--- config.mk ---
export PLATFORM = sky130hd
export DESIGN_NAME = totd_deconv_ctrl
export DESIGN_NICKNAME = d
export VERILOG_FILES = /design/src/rtl/totd_deconv_ctrl_pkg.sv /design/src/rtl/totd_deconv_ctrl_clk40_phase_gen.sv /design/src/rtl/totd_deconv_ctrl.sv
export SDC_FILE = /design/constraint.sdc
export NUM_CORES = 1
export LEC_CHECK = 0
export CAP_MARGIN = 20
export CORE_UTILIZATION = 47
export CTS_BUF_LIST = sky130_fd_sc_hd__clkbuf_4
export CTS_CLUSTER_DIAMETER = 80
export DETAILED_ROUTE_END_ITERATION = 8
export GPL_TIMING_DRIVEN = 0
export HOLD_SLACK_MARGIN = 0.02
export MAX_ROUTING_LAYER = met4
export PLACE_DENSITY = 0.92
export SLEW_MARGIN = 20
export SYNTH_ARGS = -nofsm -noshare
export SYNTH_HDL_FRONTEND = slang
export SYNTH_HIERARCHICAL = 1
export SYNTH_SLANG_ARGS = --single-unit
--- constraint.sdc ---
create_clock -name CLK -period 1.8 [get_ports CLK]
set_input_delay 0.18 -clock CLK [delete_from_list [all_inputs] [get_ports CLK]]
set_output_delay 0.18 -clock CLK [all_outputs]
set_load 0.02 [all_outputs]
--- src/rtl/totd_deconv_ctrl_pkg.sv ---
// Shared sde_trigger definitions for the TOTD deconvolution controller:
// state encoding, 40 MHz phase constants, datapath widths and the ADC saturation code.
package totd_deconv_ctrl_pkg;

    localparam int COMPATIBILITY_TOTD_FD_BITS = 6;
    localparam int COMPATIBILITY_TOTD_FN_BITS = 12;
    localparam int ADC_WIDTH                  = 12;
    localparam int SAT_COUNT_BITS             = 16;

    localparam logic [1:0] PHASE_TICK  = 2'd0;
    localparam logic [1:0] PHASE_APPLY = 2'd2;
    localparam logic [1:0] PHASE_LAST  = 2'd2;

    localparam logic [ADC_WIDTH-1:0] ADC_SAT_VALUE = 12'd4095;

    typedef enum logic [1:0] {
        IDLE  = 2'd0,
        FLUSH = 2'd1,
        RUN   = 2'd2
    } deconv_state_t;

    // Saturating increment: holds at all-ones instead of wrapping.
    function automatic logic [SAT_COUNT_BITS-1:0] sat_inc(input logic [SAT_COUNT_BITS-1:0] value);
        return (&value) ? value : value + 1'b1;
    endfunction

endpackage

--- src/rtl/totd_deconv_ctrl_clk40_phase_gen.sv ---
// 40 MHz phase generator for the 120 MHz domain: ENABLE40 runs 0,1,2,0,...
// TICK marks the datapath update phase, APPLY_PHASE the configuration apply phase.
module clk40_phase_gen
    import totd_deconv_ctrl_pkg::*;
(
    input  logic       CLK,
    input  logic       RST,
    output logic [1:0] ENABLE40,
    output logic       TICK,
    output logic       APPLY_PHASE
);

    logic [1:0] phase;

    // Wrapping on >= the last phase also pulls an illegal 3 back into the sequence.
    always_ff @(posedge CLK) begin
        if (RST) begin
            phase <= PHASE_TICK;
        end else if (phase >= PHASE_LAST) begin
            phase <= PHASE_TICK;
        end else begin
            phase <= phase + 2'd1;
        end
    end

    assign ENABLE40    = phase;
    assign TICK        = (phase == PHASE_TICK);
    assign APPLY_PHASE = (phase == PHASE_APPLY);

endmodule

--- src/rtl/totd_deconv_ctrl.sv ---
// TOTD deconvolution controller: FD/FN reconfiguration on the 40 MHz apply phase and
// IDLE/FLUSH/RUN sequencing of DECONV_VALID. Define TOTD_DECONV_SAT_COUNT_EN for SAT_COUNT.
module totd_deconv_ctrl
    import totd_deconv_ctrl_pkg::*;
#(
    parameter int                                    FLUSH_TICKS = 7,
    parameter logic [COMPATIBILITY_TOTD_FD_BITS-1:0] FD_INIT     = 6'd58,
    parameter logic [COMPATIBILITY_TOTD_FN_BITS-1:0] FN_INIT     = 12'd16
) (
    input  logic                                  CLK,
    input  logic                                  RST,
    input  logic                                  ENABLE,
    input  logic                                  CFG_WR,
    input  logic [COMPATIBILITY_TOTD_FD_BITS-1:0] CFG_FD,
    input  logic [COMPATIBILITY_TOTD_FN_BITS-1:0] CFG_FN,
    input  logic [ADC_WIDTH-1:0]                  DATA_IN,
    output logic [1:0]                            ENABLE40,
    output logic [COMPATIBILITY_TOTD_FD_BITS-1:0] FD,
    output logic [COMPATIBILITY_TOTD_FN_BITS-1:0] FN,
    output logic                                  CFG_BUSY,
    output logic                                  DECONV_VALID
`ifdef TOTD_DECONV_SAT_COUNT_EN
    ,
    input  logic                                  SAT_CLR,
    output logic [SAT_COUNT_BITS-1:0]             SAT_COUNT
`endif
);

    localparam int CNT_W = (FLUSH_TICKS < 1) ? 1 : $clog2(FLUSH_TICKS + 1);
    localparam logic [CNT_W-1:0] FLUSH_LOAD = CNT_W'(FLUSH_TICKS);

    logic tick;
    logic apply_phase;
    logic apply_now;

    logic [COMPATIBILITY_TOTD_FD_BITS-1:0] pend_fd;
    logic [COMPATIBILITY_TOTD_FN_BITS-1:0] pend_fn;
    logic [COMPATIBILITY_TOTD_FD_BITS-1:0] fd_q;
    logic [COMPATIBILITY_TOTD_FN_BITS-1:0] fn_q;
    logic                                  busy_q;

    deconv_state_t state;
    deconv_state_t state_next;
    logic [CNT_W-1:0] flush_cnt;
    logic [CNT_W-1:0] flush_cnt_next;
    logic             valid_q;

    clk40_phase_gen u_phase (
        .CLK         (CLK),
        .RST         (RST),
        .ENABLE40    (ENABLE40),
        .TICK        (tick),
        .APPLY_PHASE (apply_phase)
    );

    assign apply_now = apply_phase & busy_q;

    // A write on the apply edge lands after the older pair is moved out, so busy stays set.
    always_ff @(posedge CLK) begin
        if (RST) begin
            pend_fd <= '0;
            pend_fn <= '0;
            fd_q    <= FD_INIT;
            fn_q    <= FN_INIT;
            busy_q  <= 1'b0;
        end else begin
            if (apply_now) begin
                fd_q <= pend_fd;
                fn_q <= pend_fn;
            end
            if (CFG_WR) begin
                pend_fd <= CFG_FD;
                pend_fn <= CFG_FN;
                busy_q  <= 1'b1;
            end else if (apply_now) begin
                busy_q <= 1'b0;
            end
        end
    end

    always_ff @(posedge CLK) begin
        if (RST) begin
            state     <= IDLE;
            flush_cnt <= '0;
            valid_q   <= 1'b0;
        end else begin
            state     <= state_next;
            flush_cnt <= flush_cnt_next;
            valid_q   <= (state_next == RUN);
        end
    end

    // Dropping ENABLE wins over everything; a new FD/FN pair restarts the flush window.
    always_comb begin
        state_next     = state;
        flush_cnt_next = flush_cnt;
        if (!ENABLE) begin
            state_next     = IDLE;
            flush_cnt_next = '0;
        end else begin
            case (state)
                IDLE: begin
                    state_next     = FLUSH;
                    flush_cnt_next = FLUSH_LOAD;
                end
                FLUSH: begin
                    if (apply_now) begin
                        flush_cnt_next = FLUSH_LOAD;
                    end else if (tick) begin
                        if (flush_cnt <= CNT_W'(1)) begin
                            state_next     = RUN;
                            flush_cnt_next = '0;
                        end else begin
                            flush_cnt_next = flush_cnt - CNT_W'(1);
                        end
                    end
                end
                RUN: begin
                    if (apply_now) begin
                        state_next     = FLUSH;
                        flush_cnt_next = FLUSH_LOAD;
                    end
                end
                default: begin
                    state_next     = IDLE;
                    flush_cnt_next = '0;
                end
            endcase
        end
    end

    assign FD           = fd_q;
    assign FN           = fn_q;
    assign CFG_BUSY     = busy_q;
    assign DECONV_VALID = valid_q;

`ifdef TOTD_DECONV_SAT_COUNT_EN
    logic [SAT_COUNT_BITS-1:0] sat_cnt;

    // Counts saturated datapath samples only while the output is trusted.
    always_ff @(posedge CLK) begin
        if (RST) begin
            sat_cnt <= '0;
        end else if (SAT_CLR) begin
            sat_cnt <= '0;
        end else if ((state == RUN) && tick && (DATA_IN == ADC_SAT_VALUE)) begin
            sat_cnt <= sat_inc(sat_cnt);
        end
    end

    assign SAT_COUNT = sat_cnt;
`else
    logic unused_data_in;
    assign unused_data_in = ^DATA_IN;
`endif

endmodule

==> summary.txt <==
Outcome
  – Result of the run: completed

Clocking
  – Number of buffers on the longest clock path: 2
  – Number of H-tree levels: 2
  – Total clock sinks: between 40 and 50
  – TritonCTS clock tree: done
  – Number of buffers created by CTS: 5
  – Clock slew at reported path FFs: roughly 0.14 ns
  – Clock insertion delay at the later pin of the skew report: around 0.36 ns
  – Post-CTS Setup Repair Bufs: 0
  – Clock tree root driver cell: clkbuf_4

Global route
  – Global-route track usage on met2: 0.344
  – Grt met3 use: 0.0438
  – Met1 Usage GRT: 0.241
  – Vias in the first global route: around 1.4k
  – Initial antenna violation count: 0
  – Global Route Usage Sum: 0.206
  – Maximum number of pins on one net before global-route repair: 17
  – Total overflow reported by the global router: 0
  – Global-route wire length before repair: between 6000 and 7000 µm
  – Routing layer with the top usage in global route: met2

Synth
  – Dominant combinational cell family by area after synthesis: simple AND/OR/NAND/NOR gates
  – Adder-Cell Fraction of Synth Area: 0.0359
  – Leading register cell type out of synthesis: dfxtp_1
  – Post-Synth XOR/XNOR Area: 0
  – Post-Syn Area per Cell: slightly above 9 µm²
  – Register bit count reported by yosys: 45
  – Mux cell area share after synthesis: 0.104
  – Mapped Cells: approximately 190
  – Yosys cell types: 29
  – Yosys synthesis warning count: 6
  – Area share of and/or/nand/nor cells after synthesis: 0.203
  – Count of flip-flops with a built-in enable after synthesis: 0
  – Post-Syn Nets: roughly 230
  – Fraction of the mapped netlist area in compound gates: 0.102
  – Portion of the post-synthesis area used by sequential elements: 0.518
  – Fraction of synthesis flops using an asynchronous set or reset pin: 0
  – Combined area of all synthesized cells: ~1700 µm²

STA
  – Finish-stage setup viols: 0
  – Worst-case clock skew: ~0.011 ns
  – Minimum clock period: between 1.5 and 2 ns
  – Final critical-path share of the clock period: 0.923
  – Maximum clock frequency: 0.602 GHz
  – Least-Margin Pin Slew: roughly 0.48 ns
  – PnR worst setup slack: 0.138 ns
  – RSZ-0062 raised after global routing: no
  – Final hold violation count: 0
  – Tightest hold margin: 0.258 ns
  – Max Slew Vio Count: 0
  – Post-route setup TNS: 0 ns
  – Max_slew headroom: 0.679

Route
  – Vias: between 1k and 1.5k
  – Number of detailed-routing iterations run before antenna repair: 4
  – Initial DRC Count: 64
  – Routed wirelength normalized by instance count: between 10 and 15 µm
  – Via count normalized by instance count: approximately 5.0
  – Total routed wirelength: approximately 3600 µm
  – Post-detailed-route DRC marker count: 0
  – Count of nets left with antenna violations after detail routing: 0

Power
  – Pwr Density: just over 1000 nW/µm²
  – Largest vdd supply drop: approximately 0.5 mV
  – Internal power: 1.64 mW
  – Combinational group share of total power: 0.231
  – Seq pwr share: 0.490
  – Switching power of the nets: 0.691 mW
  – Switching portion of total power: 0.297
  – Clk pwr share: 0.278
  – Static leakage: between 0.9 and 1 nW

Worst setup path
  – Crit start category: flop
  – Reg-to-reg startpoint: u_phase/ENABLE40[0]$_SDFF_PP0_
  – Critical path endpoint category: flop
  – Classification of the worst setup path: reg -> reg
  – Flop2flop setup slack: roughly 0.14 ns
  – Delay-heaviest family, CP: flip-flops
  – FF-to-FF path depth: 6
  – Largest stage delay, worst path: 0.41 ns
  – Number of buffers and inverters on the critical path: 2
  – Largest fanout of any net on the critical path: 10
  – Crit path max-delay cell type: dfxtp_1
  – Timing endpoint of the critical path: flush_cnt[1]$_SDFFE_PP0P_
  – Critical Path, Cell by Cell: inv_1, ha_1, nand2_1, clkbuf_2, nand3_1, a22o_1
  – Number of gates on the worst path with buffers counted: 6
  – Critical R2R Capture: flush_cnt[1]$_SDFFE_PP0P_
  – CP Launch Point: u_phase/ENABLE40[0]$_SDFF_PP0_
  – Worst endpoint data arrival time: 1.93 ns
  – Required @ worst endpoint: roughly 2.1 ns

Layout
  – Proportion of layout cells with a drive suffix above 1: 0.0798
  – Fill cell total of the finished layout: 284
  – Net total in the final layout: between 200 and 300
  – Antenna cells: 0
  – Area taken by multi-input logic gates: about 770 µm²
  – Area occupied by registers: around 900 µm²
  – Most common cell after layout, fill and taps aside: dfxtp_1
  – Commonest non-fill, non-tap cells in the layout: 45 x dfxtp_1, 42 x clkdlybuf4s50_1, 38 x nand2_1
  – Area Overhead vs Synth: 32.6%

Min path
  – Hold WC Path Type: in -> reg
  – Startpoint of the most critical hold path: CFG_WR
  – Worst Hold Path Cells: 3

Floorplan
  – Number of placed I/O pins: 56
  – DIE AREA: 3950 µm²
  – Std cell rows: 21
  – Starting utilization of the core area: 0.506
  – Area of the core: 3440 µm²
  – X dimension of the die: between 60 and 70 µm
  – Die Height: between 60 and 70 µm

Job
  – Number of max-cap violations: 0

Placement
  – Pre-CTS setup slack: around 0.023 ns
  – Gp weighted congestion: ~0.75
  – Post-detail-place hpwl: between 2000 and 3000 µm
  – Number of port buffers: 42
[worst min-delay path by stage]
stage | endpoint
after floorplan | u_phase/ENABLE40[0]$_SDFF_PP0_
after global placement | FN[5]$_SDFFE_PP0P_
after detailed placement | FN[6]$_SDFFE_PP0P_
after CTS | pend_fn[11]$_SDFFE_PP0P_
after global routing | pend_fn[11]$_SDFFE_PP0P_
final | pend_fn[11]$_SDFFE_PP0P_
[per-stage QoR]
stage	area [µm²]	util	total power, mW	std cells
after floorplan	1740	-	1.48	188
after global placement	2220	0.644	1.68	276
after detailed placement	2220	0.644	1.70	276
after CTS	2300	0.669	2.34	284
after global routing	2310	0.671	2.46	284
final	2310	0.671	2.33	284
[layout make-up]
| class | count | share of cell area |
|---|---|---|
| well taps | 46 | 0.0249 |
| multi-input cells | 126 | 0.335 |
| clock inverters | 3 | 0.0206 |
| repair buffers | 42 | 0.182 |
| inverters | 7 | 0.0114 |
| clock buffers | 5 | 0.0163 |
| plain buffers | 10 | 0.0195 |
| flip-flops and latches | 45 | 0.390 |
[per-layer routing]
layer,vias up,wire length (µm)
met3,7,113
met4,0,51
met5,-,0
met2,25,1800
met1,661,1610
li1,728,-
[flip-flops by register name (all words and copies together), names as in the netlist]
signal            count
DECONV_VALID          1
pend_fn              12
CFG_BUSY              1
u_phase/ENABLE40      2
FN                   12
FD                    6
pend_fd               6
state                 2
flush_cnt             3
[synth_stat cells, drive strengths merged, types with 2 or more instances]
library cell / instances / share of area
a22o: 2 / 0.010
nand2b: 2 / 0.0072
inv: 7 / 0.015
nand2: 38 / 0.082
clkbuf: 5 / 0.011
o21a: 2 / 0.0086
dfxtp: 45 / 0.52
nand3: 2 / 0.0058
a21oi: 16 / 0.046
nand3b: 6 / 0.026
buf: 5 / 0.012
nor2: 19 / 0.041
nor3: 2 / 0.0058
nor2b: 2 / 0.0072
ha: 5 / 0.036
mux2i: 18 / 0.10
o21ai: 2 / 0.0079
[logic make-up (layout without fill, tap and decap cells)]
group,count (synthesis),in the layout
fa+ha+maj,5,5
flops,45,45
simple gates,76,76
mux,18,18
compound gates,27,27
buf+inv,17,67
[repair_timing]
action / 4_1_cts / 5_1_grt
hold buffers: 0 / 0
setup endpoints to repair: 0 / 21
gates resized for setup: 0 / 5
[power groups by stage]
| stage | logic, mW | clock network, mW | registers [mW] |
|---|---|---|---|
| after detailed placement | 0.532 | 0 | 1.16 |
| after CTS | 0.537 | 0.659 | 1.14 |
| after global routing | 0.595 | 0.705 | 1.15 |
| final | 0.539 | 0.647 | 1.14 |
| after global placement | 0.516 | 0 | 1.16 |
| after floorplan | 0.270 | 0 | 1.21 |
[worst register-to-register path, delay by kind of cell, from the launching register on]
family,cells,cell delay (ns)
flops,1,0.41
buf+inv,2,0.36
simple gates,2,0.33
fa+ha+maj,1,0.29
compound gates,1,0.19
Note: power is estimated with default switching activity, not from simulation.
